### src/rtl/pipeline_trap_controller_if.sv
// pipeline_trap_controller_if
// Bundles the signals between the pipeline stages, the CSR/trap unit and the
// hazard/trap controller.
//   slave  : controller side (requests in, stall/flush/trap report out)
//   master : pipeline + CSR side (drives requests, observes stall/flush/trap)
// Stage k of the packed per-stage buses sits at [4k+3:4k] for exc_cause_i and
// at [XLEN*k+XLEN-1:XLEN*k] for exc_pc_i.
interface pipeline_trap_controller_if #(
  parameter int NUM_STAGES = 5,
  parameter int XLEN       = 32,
  parameter int CAUSE_W    = 5
);
  logic [NUM_STAGES-1:0]      stall_req_i;
  logic                       flush_branch_i;
  logic [NUM_STAGES-1:0]      exc_valid_i;
  logic [NUM_STAGES*4-1:0]    exc_cause_i;
  logic [NUM_STAGES*XLEN-1:0] exc_pc_i;
  logic [2:0]                 irq_i;
  logic [2:0]                 irq_enable_i;
  logic [XLEN-1:0]            commit_pc_i;
  logic                       redirect_ack_i;
  logic [NUM_STAGES-1:0]      stall_o;
  logic [NUM_STAGES-1:0]      flush_o;
  logic                       trap_valid_o;
  logic [CAUSE_W-1:0]         trap_cause_o;
  logic [XLEN-1:0]            trap_pc_o;
  logic                       busy_o;

  modport slave (
    input  stall_req_i, flush_branch_i, exc_valid_i, exc_cause_i, exc_pc_i,
           irq_i, irq_enable_i, commit_pc_i, redirect_ack_i,
    output stall_o, flush_o, trap_valid_o, trap_cause_o, trap_pc_o, busy_o
  );

  modport master (
    output stall_req_i, flush_branch_i, exc_valid_i, exc_cause_i, exc_pc_i,
           irq_i, irq_enable_i, commit_pc_i, redirect_ack_i,
    input  stall_o, flush_o, trap_valid_o, trap_cause_o, trap_pc_o, busy_o
  );
endinterface

### src/rtl/pipeline_trap_controller.sv
// pipeline_trap_controller
// Hazard and trap controller for the in-order core. Produces per-stage stall
// and flush vectors, picks the oldest eligible exception (or a machine-mode
// interrupt), reports it to the CSR unit as a registered one-cycle pulse and
// keeps the front end flushed until the CSR unit acknowledges the redirect.
// Ports:
//   clk_i  - clock, all state on rising edge
//   rst_i  - asynchronous active-low reset
//   bus    - pipeline_trap_controller_if.slave (requests, stall/flush, trap report)
// Build option: PIPECTRL_IRQ_EN enables interrupt selection; without it the
// interrupt inputs are ignored and the cause MSB is always 0.
//
// state | meaning
// IDLE  | normal operation, exception/interrupt selection active
// TRAP  | one cycle, trap_valid_o asserted, full flush
// WAIT  | full flush until redirect_ack_i
module pipeline_trap_controller #(
  parameter int NUM_STAGES   = 5,
  parameter int XLEN         = 32,
  parameter int BRANCH_STAGE = 2,
  parameter int CAUSE_W      = 5
) (
  input  logic clk_i,
  input  logic rst_i,
  pipeline_trap_controller_if.slave bus
);

  typedef enum logic [1:0] {
    ST_IDLE = 2'd0,
    ST_TRAP = 2'd1,
    ST_WAIT = 2'd2
  } state_t;

  localparam logic [NUM_STAGES-1:0] ALL_ONES = {NUM_STAGES{1'b1}};

  state_t state, state_nxt;

  logic [NUM_STAGES-1:0] branch_vec;
  logic                  exc_take;
  logic [NUM_STAGES-1:0] exc_mask;
  logic [3:0]            exc_code;
  logic [XLEN-1:0]       exc_pc;
  logic                  irq_take;
  logic [3:0]            irq_code;
  logic [NUM_STAGES-1:0] flush_nxt;
  logic                  load;
  logic [CAUSE_W-1:0]    load_cause;
  logic [XLEN-1:0]       load_pc;
  logic [CAUSE_W-1:0]    cause_q;
  logic [XLEN-1:0]       pc_q;

  always_comb begin
    branch_vec = '0;
    for (int k = 0; k < NUM_STAGES; k++) begin
      branch_vec[k] = bus.flush_branch_i && (k < BRANCH_STAGE);
    end
  end

  // Scan from the youngest stage upward so the oldest eligible stage is the
  // last one written and wins. A stall in any older stage holds the exception
  // back, since the instructions ahead of it have not retired yet.
  always_comb begin
    exc_take = 1'b0;
    exc_mask = '0;
    exc_code = '0;
    exc_pc   = '0;
    for (int k = 0; k < NUM_STAGES; k++) begin
      if (bus.exc_valid_i[k] &&
          ((bus.stall_req_i >> (k + 1)) == '0) &&
          !(bus.flush_branch_i && (k < BRANCH_STAGE))) begin
        exc_take = 1'b1;
        exc_mask = ALL_ONES >> (NUM_STAGES - 1 - k);
        exc_code = bus.exc_cause_i[4*k +: 4];
        exc_pc   = bus.exc_pc_i[XLEN*k +: XLEN];
      end
    end
  end

`ifdef PIPECTRL_IRQ_EN
  logic [2:0] irq_masked;

  assign irq_masked = bus.irq_i & bus.irq_enable_i;

  // irq bits are {external, timer, software}; software outranks timer.
  always_comb begin
    irq_code = 4'd0;
    if (irq_masked[2])      irq_code = 4'd11;
    else if (irq_masked[0]) irq_code = 4'd3;
    else if (irq_masked[1]) irq_code = 4'd7;
  end

  assign irq_take = !exc_take && (bus.stall_req_i == '0) && (irq_masked != 3'b000);
`else
  logic unused_irq;

  assign unused_irq = ^{bus.irq_i, bus.irq_enable_i, bus.commit_pc_i};
  assign irq_code   = 4'd0;
  assign irq_take   = 1'b0;
`endif

  always_comb begin
    state_nxt  = state;
    flush_nxt  = ALL_ONES;
    load       = 1'b0;
    load_cause = '0;
    load_pc    = '0;
    case (state)
      ST_IDLE: begin
        flush_nxt = branch_vec;
        if (exc_take) begin
          flush_nxt           = branch_vec | exc_mask;
          load                = 1'b1;
          load_cause[3:0]     = exc_code;
          load_pc             = exc_pc;
          state_nxt           = ST_TRAP;
        end else if (irq_take) begin
          flush_nxt           = ALL_ONES;
          load                = 1'b1;
          load_cause[3:0]     = irq_code;
          load_cause[CAUSE_W-1] = 1'b1;
`ifdef PIPECTRL_IRQ_EN
          load_pc             = bus.commit_pc_i;
`endif
          state_nxt           = ST_TRAP;
        end
      end
      ST_TRAP: state_nxt = ST_WAIT;
      ST_WAIT: if (bus.redirect_ack_i) state_nxt = ST_IDLE;
      default: state_nxt = ST_IDLE;
    endcase
  end

  always_ff @(posedge clk_i or negedge rst_i) begin
    if (!rst_i) begin
      state   <= ST_IDLE;
      cause_q <= '0;
      pc_q    <= '0;
    end else begin
      state <= state_nxt;
      if (load) begin
        cause_q <= load_cause;
        pc_q    <= load_pc;
      end
    end
  end

  // The whole pipe is held flushed while reset is low.
  assign bus.flush_o = rst_i ? flush_nxt : ALL_ONES;

  always_comb begin
    logic acc;
    acc = 1'b0;
    bus.stall_o = '0;
    for (int k = NUM_STAGES - 1; k >= 0; k--) begin
      acc = acc | bus.stall_req_i[k];
      bus.stall_o[k] = acc & ~bus.flush_o[k];
    end
  end

  assign bus.trap_valid_o = (state == ST_TRAP);
  assign bus.trap_cause_o = cause_q;
  assign bus.trap_pc_o    = pc_q;
  assign bus.busy_o       = (state != ST_IDLE);

endmodule

### src/flat_wrapper.sv
// flat-port wrapper written by rule: the top's interface ports become plain ports
module pipeline_trap_controller_flat 
#(
  parameter int NUM_STAGES   = 5,
  parameter int XLEN         = 32,
  parameter int BRANCH_STAGE = 2,
  parameter int CAUSE_W      = 5
)
  (clk_i, rst_i, bus_stall_req_i, bus_flush_branch_i, bus_exc_valid_i, bus_exc_cause_i, bus_exc_pc_i, bus_irq_i, bus_irq_enable_i, bus_commit_pc_i, bus_redirect_ack_i, bus_stall_o, bus_flush_o, bus_trap_valid_o, bus_trap_cause_o, bus_trap_pc_o, bus_busy_o);
  pipeline_trap_controller_if #(.NUM_STAGES(NUM_STAGES), .XLEN(XLEN), .CAUSE_W(CAUSE_W)) bus_i ();
  input  logic clk_i;
  input  logic rst_i;
  input wire logic [$bits(bus_i.stall_req_i)-1:0] bus_stall_req_i;
  input wire logic [$bits(bus_i.flush_branch_i)-1:0] bus_flush_branch_i;
  input wire logic [$bits(bus_i.exc_valid_i)-1:0] bus_exc_valid_i;
  input wire logic [$bits(bus_i.exc_cause_i)-1:0] bus_exc_cause_i;
  input wire logic [$bits(bus_i.exc_pc_i)-1:0] bus_exc_pc_i;
  input wire logic [$bits(bus_i.irq_i)-1:0] bus_irq_i;
  input wire logic [$bits(bus_i.irq_enable_i)-1:0] bus_irq_enable_i;
  input wire logic [$bits(bus_i.commit_pc_i)-1:0] bus_commit_pc_i;
  input wire logic [$bits(bus_i.redirect_ack_i)-1:0] bus_redirect_ack_i;
  output wire logic [$bits(bus_i.stall_o)-1:0] bus_stall_o;
  output wire logic [$bits(bus_i.flush_o)-1:0] bus_flush_o;
  output wire logic [$bits(bus_i.trap_valid_o)-1:0] bus_trap_valid_o;
  output wire logic [$bits(bus_i.trap_cause_o)-1:0] bus_trap_cause_o;
  output wire logic [$bits(bus_i.trap_pc_o)-1:0] bus_trap_pc_o;
  output wire logic [$bits(bus_i.busy_o)-1:0] bus_busy_o;
  assign bus_i.stall_req_i = bus_stall_req_i;
  assign bus_i.flush_branch_i = bus_flush_branch_i;
  assign bus_i.exc_valid_i = bus_exc_valid_i;
  assign bus_i.exc_cause_i = bus_exc_cause_i;
  assign bus_i.exc_pc_i = bus_exc_pc_i;
  assign bus_i.irq_i = bus_irq_i;
  assign bus_i.irq_enable_i = bus_irq_enable_i;
  assign bus_i.commit_pc_i = bus_commit_pc_i;
  assign bus_i.redirect_ack_i = bus_redirect_ack_i;
  assign bus_stall_o = bus_i.stall_o;
  assign bus_flush_o = bus_i.flush_o;
  assign bus_trap_valid_o = bus_i.trap_valid_o;
  assign bus_trap_cause_o = bus_i.trap_cause_o;
  assign bus_trap_pc_o = bus_i.trap_pc_o;
  assign bus_busy_o = bus_i.busy_o;
  pipeline_trap_controller #(.NUM_STAGES(NUM_STAGES), .XLEN(XLEN), .BRANCH_STAGE(BRANCH_STAGE), .CAUSE_W(CAUSE_W)) u_core (.clk_i(clk_i), .rst_i(rst_i), .bus(bus_i));
endmodule
### config.mk
export PLATFORM = sky130hd
export DESIGN_NAME = pipeline_trap_controller_flat
export DESIGN_NICKNAME = d
export VERILOG_FILES = /design/src/rtl/pipeline_trap_controller_if.sv /design/src/rtl/pipeline_trap_controller.sv /design/src/flat_wrapper.sv
export SDC_FILE = /design/constraint.sdc
export NUM_CORES = 1
export LEC_CHECK = 0
export BUFFER_PORTS_ARGS = -buffer_cell sky130_fd_sc_hd__buf_2
export CELL_PAD_IN_SITES_DETAIL_PLACEMENT = 0
export CELL_PAD_IN_SITES_GLOBAL_PLACEMENT = 1
export CORE_UTILIZATION = 25
export CTS_CLUSTER_DIAMETER = 120
export DETAILED_ROUTE_END_ITERATION = 7
export GPL_TIMING_DRIVEN = 0
export HOLD_SLACK_MARGIN = 0.08
export MAX_ROUTING_LAYER = met4
export PLACE_DENSITY = 0.72
export SLEW_MARGIN = 40
export SYNTH_ARGS = -nofsm -noshare
export SYNTH_HDL_FRONTEND = slang
export SYNTH_SLANG_ARGS = --single-unit
### constraint.sdc
create_clock -name clk_i -period 3.3 [get_ports clk_i]
set_input_delay 0.66 -clock clk_i [delete_from_list [all_inputs] [get_ports clk_i]]
set_output_delay 0.66 -clock clk_i [all_outputs]
set_load 0.01 [all_outputs]
=== Word-level counts from Yosys, hierarchy flattened ===
Index checks and enable logic that the tools add are counted.

* Memories kept: 0
* Flip-flop bits (word level): 39
* Latch bits: 0
* Output and inout bits: 49
* Word-level logic and storage cells: 68
* ROM bits: 0
* Bits of input ports: 232
* Memory bits (writable): 0

* Reduce and logical (&&, ||, !) cells: 14
* Shift-type cells: 0
* Div/mod/pow operators: 0
* Mux-type cells: 32
* Add/subtract/negate cells: 0
* $lt $le $gt $ge: 0
* Eq/ne operators: 4
* $mul: 0
* Bitwise operators: 15

{| class="wikitable"
|+ Operator list
! kind !! count
|-
| $mux 32 || 7
|-
| $mux 5 || 7
|-
| $mux 4 || 7
|-
| $logic_not 5->1 || 4
|-
| $mux 1 || 8
|-
| $logic_and 1x1->1 || 6
|-
| $pmux 2 s3 || 1
|-
| $and 1x1->1 || 5
|-
| $not 1->1 || 5
|-
| $or 2x5->5 || 1
|-
| $mux 2 || 2
|-
| $or 1x1->1 || 4
|-
| $eq 2x1->1 const B || 1
|-
| $eq 2x2->1 const B || 1
|-
| $logic_not 2->1 || 1
|-
| $ne 2x1->1 const B || 1
|-
| $ne 2x2->1 const B || 1
|-
| $reduce_and 2->1 || 1
|-
| $reduce_bool 2->1 || 1
|-
| $logic_not 1->1 || 1
|}

=== Longest topological paths before layout ===
* Depth in word-level cells: 14
* Gate-level depth with buffers: 6
* Mapped depth without buffers: 4

=== Worst setup path before layout ===
OpenSTA, ideal clock, no wires.

* Path type: input -> output
* Start point: input port bus_exc_valid_i[4]
* End point: output port bus_stall_o[0]
* Buffers on the path: 0
* Data required time: 2.640 ns
* Slack: 0.634 ns
* Arrival: 2.006 ns
* Cell stages on the path: 4
* Cells stage by stage: nor4b_2 > nand2_1 > or3_1 > a311oi_1

* Cells in the longest elaborated chain, start to end: 7
* Elaborated cells between the ends (all ways): 8
* Those cells by class: 5 x mux; 3 x bitwise

{| class="wikitable"
|+ RTL lines
! what !! line !! source
|-
| from (decl) || flat_wrapper.sv:15 || <nowiki>input wire logic [$bits(bus_i.exc_valid_i)-1:0] bus_exc_valid_i;</nowiki>
|-
| $mux 5 || pipeline_trap_controller.sv:68 || <nowiki>if (bus.exc_valid_i[k] &&</nowiki>
|-
| $or 2x5->5 || pipeline_trap_controller.sv:111 || <nowiki>flush_nxt = branch_vec | exc_mask;</nowiki>
|-
| $mux 5 * || pipeline_trap_controller.sv:110 || <nowiki>if (exc_take) begin</nowiki>
|-
| $mux 5 * || pipeline_trap_controller.sv:107 || <nowiki>case (state)</nowiki>
|-
| $mux 5 * || pipeline_trap_controller.sv:148 || <nowiki>assign bus.flush_o = rst_i ? flush_nxt : ALL_ONES;</nowiki>
|-
| $not 1->1 * || pipeline_trap_controller.sv:156 || <nowiki>bus.stall_o[k] = acc & ~bus.flush_o[k];</nowiki>
|-
| $and 1x1->1 * || pipeline_trap_controller.sv:156 ||
|-
| to (decl) || flat_wrapper.sv:22 || <nowiki>output wire logic [$bits(bus_i.stall_o)-1:0] bus_stall_o;</nowiki>
|}

Mark *: on every way between the ends. The rest lies on a longest branch, timed or not.

=== Final worst setup path ===
* Start point: input port rst_i
* End point: output port bus_flush_o[0]

* Cells in the longest elaborated chain, start to end: 1

{| class="wikitable"
|+ RTL lines
! what !! line !! source
|-
| from (decl) || flat_wrapper.sv:12 || <nowiki>input logic rst_i;</nowiki>
|-
| $mux 5 || pipeline_trap_controller.sv:148 ||
|-
| to (decl) || flat_wrapper.sv:23 || <nowiki>output wire logic [$bits(bus_i.flush_o)-1:0] bus_flush_o;</nowiki>
|}

Every way passes these cells.

==> results.cfg <==
[status]
status = completed

[grt]
grt_max_degree = 40
grt_pass1_vias = 5381
grtUsageTotal_pct = 24.42
antenna_found_initial = 0
grt_pass1_wl_um = 29300
grt_overflow_total = 0

[hold_path]
hp-class = input pin to asynchronous set/reset pin

[synth]
synth-compound-area-share_pct = 49.84
synthCells = 458
async_flop_share_pct = 100.0
synth_warnings = 0
synth_xor_area_share_pct = 0
ys.flop_type = dfrtp_1
synth.distinct_cells = 38
yosys.area_share.simple_pct = 12.97
synth_fa_ha_area_share_pct = 0
synth_mux_area_share_pct = 0
netlist_area_mm2 = 0.003906
synth_edf_count = 0
avgSynthCellArea_um2 = 8.529
synth_seq_area_share_pct = 24.34
synth_top_family_by_area = compound AO/OA/AOI/OAI gates
synth.net_count = 690
ys_seq_elements = 38

[routing]
wl_met3_um = 1133
dr.first_iter.drc_count = 268
wl_met1_um = 7824
drt-wirelength-per-cell_um = 21.41
dr.max_layer_used = met4
firstDrtPassIters = 6
antenna_left = 0
route.detailed.drc = 0
via_count = 5050
routed_wl_um = 19160
met2_length_um = 9620
routed_via_density = 5.642

[sta]
finalMaxSlewViolations = 0
finalSetupViolCount = 0
post-route-period-util_pct = 94.42
rsz0062_at_grt = false
max_freq_mhz = 320.9
finalHoldViolCount = 0
slew_headroom_pct = 55.62
fin_crit_ps = 3116
tightest_slew_ps = 660.7
finClkSkew_ps = 5.867
fin_ws_ps = 184.2

[place]
routabilityCongestion = 0.9251
place_inst = 887
portBuffers = 241
dp_slack_ps = -9.611
post-dp-hpwl_um = 14320
post_dp_cell_area_mm2 = 0.005353

[setup_path]
crit_type = input pin to output pin
max_stage_delay_ps = 420
critical_path.cell_chain = buf_6, nor4b_2, nand2_1, or3_1, or2_2, buf_2
worstSetupEndpointType = output pin
cp.required_ps = 2640
crit_fanout = 39
critPathSlowestCell = nor4b_2
r2r_setup_slack_ps = 1120
arrival_ps = 2460
critPathLaunchType = input pin

[clocking]
cts-root-buf = clkbuf_16
cts_tree = built
cts_made_buffers = 5
clkTransAtPathRegs_ps = 60
ctsResizeCount = 1
clock-sinks = 38
cts_setup_buffers = 0
hold_buffers = 0
cts_buffer_depth = 2
htree_levels = 2
clk_latency_ps = 290

[floorplan]
coreArea_mm2 = 0.01520
fp.dieH_um = 127
start_util_pct = 25.70
io_pins = 281
die-area_mm2 = 0.01613
num_rows = 45
die_w_um = 127

[layout]
final_cells = 895
final_cell_area_mm2 = 0.005500
finish.utilization_pct = 36.18
layout.nets = 939
area_growth_pct = 40.81
area.sequential_um2 = 950.9
multi_input_area_mm2 = 0.002464
num-fill-cells = 1644
n_antenna_cell = 0
final_layout_size_suffix_gt1_share_pct = 48.80

[power]
power_density_mw_per_mm2 = 550.7
p_total_mw = 3.029
ir_drop_uv = 189.1
p_leak_nw = 2.390

[flow_run]
max_cap_viol_count = 0
==> kinds of logic (layout without fill, tap and decap cells) <==
kind of cell | Yosys count | count (layout)
AND/OR/NAND/NOR | 98 | 98
buffers and inverters | 100 | 349
AO/OA/AOI/OAI | 221 | 221
flip-flops | 38 | 38
other | 1 | 1
==> routing by layer <==
metal  vias up  global-route usage, %
met3        45                  2.722
met5         -                      -
met1      2459                  28.97
met4         0                  10.78
li1       2293                      -
met2       253                  41.76
==> worst paths after layout <==
kind,to,from,cells after the start
max,bus_flush_o[0],rst_i,6
min,u_core.bus.trap_pc_o[15],rst_i,1
max reg2reg,u_core.bus.trap_pc_o[26],u_core.state[0],6
min reg2reg,u_core.bus.trap_pc_o[18],u_core.bus.trap_pc_o[18],2
max in group asynchronous,u_core.bus.trap_pc_o[0],rst_i,1
min in group clk_i,u_core.bus.trap_pc_o[18],u_core.bus.trap_pc_o[18],2
==> critical path: cells and delay by family <==
family | cells | cell delay (ps)
buf+inv | 2 | 480
simple gates | 4 | 1290
==> state kept, by name, indices dropped and copies added, names as in the netlist <==
name and count:
u_core.bus.trap_cause_o 4, u_core.state 2, u_core.bus.trap_pc_o 32
==> cell usage after synthesis (all sizes together), types with 2 or more instances <==
library cell  number  share of area (%)
a21oi              4               0.51
a221oi            33                7.4
a31o              35                7.8
a32oi             33                7.4
and2               2               0.38
and3               3               0.48
buf               29                5.9
clkbuf            31                3.0
dfrtp             38                 24
inv               40                3.8
nand3             37                4.7
nor2              42                4.0
nor2b              2               0.32
nor3b              2               0.38
nor4b              2               0.99
o21a              36                6.9
o21ai             41                5.3
o32ai             35                 14
or2                2               0.32
==> layout make-up <==
cell class              count  share of cell area [%]
multi-input cells         320                   44.79
inverters                  40                   2.730
well taps                 188                   4.277
flip-flops and latches     38                   17.29
plain buffers              60                   6.324
clock buffers               7                   2.411
repair buffers            242                   22.18
==> report_power, final <==
part | total (mW) | switching (mW) | internal [mW]
registers | 0.820 | 0.140 | 0.681
clock network | 0.484 | 0.207 | 0.277
logic | 1.72 | 0.925 | 0.800
total | 3.03 | 1.27 | 1.76
==> layout by cell type (no fill, tap or decap), types with 33 or more instances in the layout <==
| master | netlist | final |
|---|---|---|
| a221oi_1 | 33 | 33 |
| a31o_2 | 35 | 35 |
| a32oi_1 | 33 | 33 |
| buf_2 | 14 | 254 |
| clkbuf_1 | 31 | 33 |
| dfrtp_1 | 38 | 38 |
| inv_1 | 40 | 40 |
| nand3_1 | 37 | 37 |
| nor2_1 | 42 | 41 |
| o21a_1 | 36 | 36 |
| o21ai_0 | 40 | 40 |
==> through the flow <==
step / setup TNS, ps / hold slack [ps]
after floorplan: 0 / 364.4
after global placement: -792.4 / 495.5
after detailed placement: -9.611 / 495.6
after CTS: 0 / 294.0
after global routing: 0 / 315.6
final: 0 / 286.9
Power figures use the tool's default switching activity.
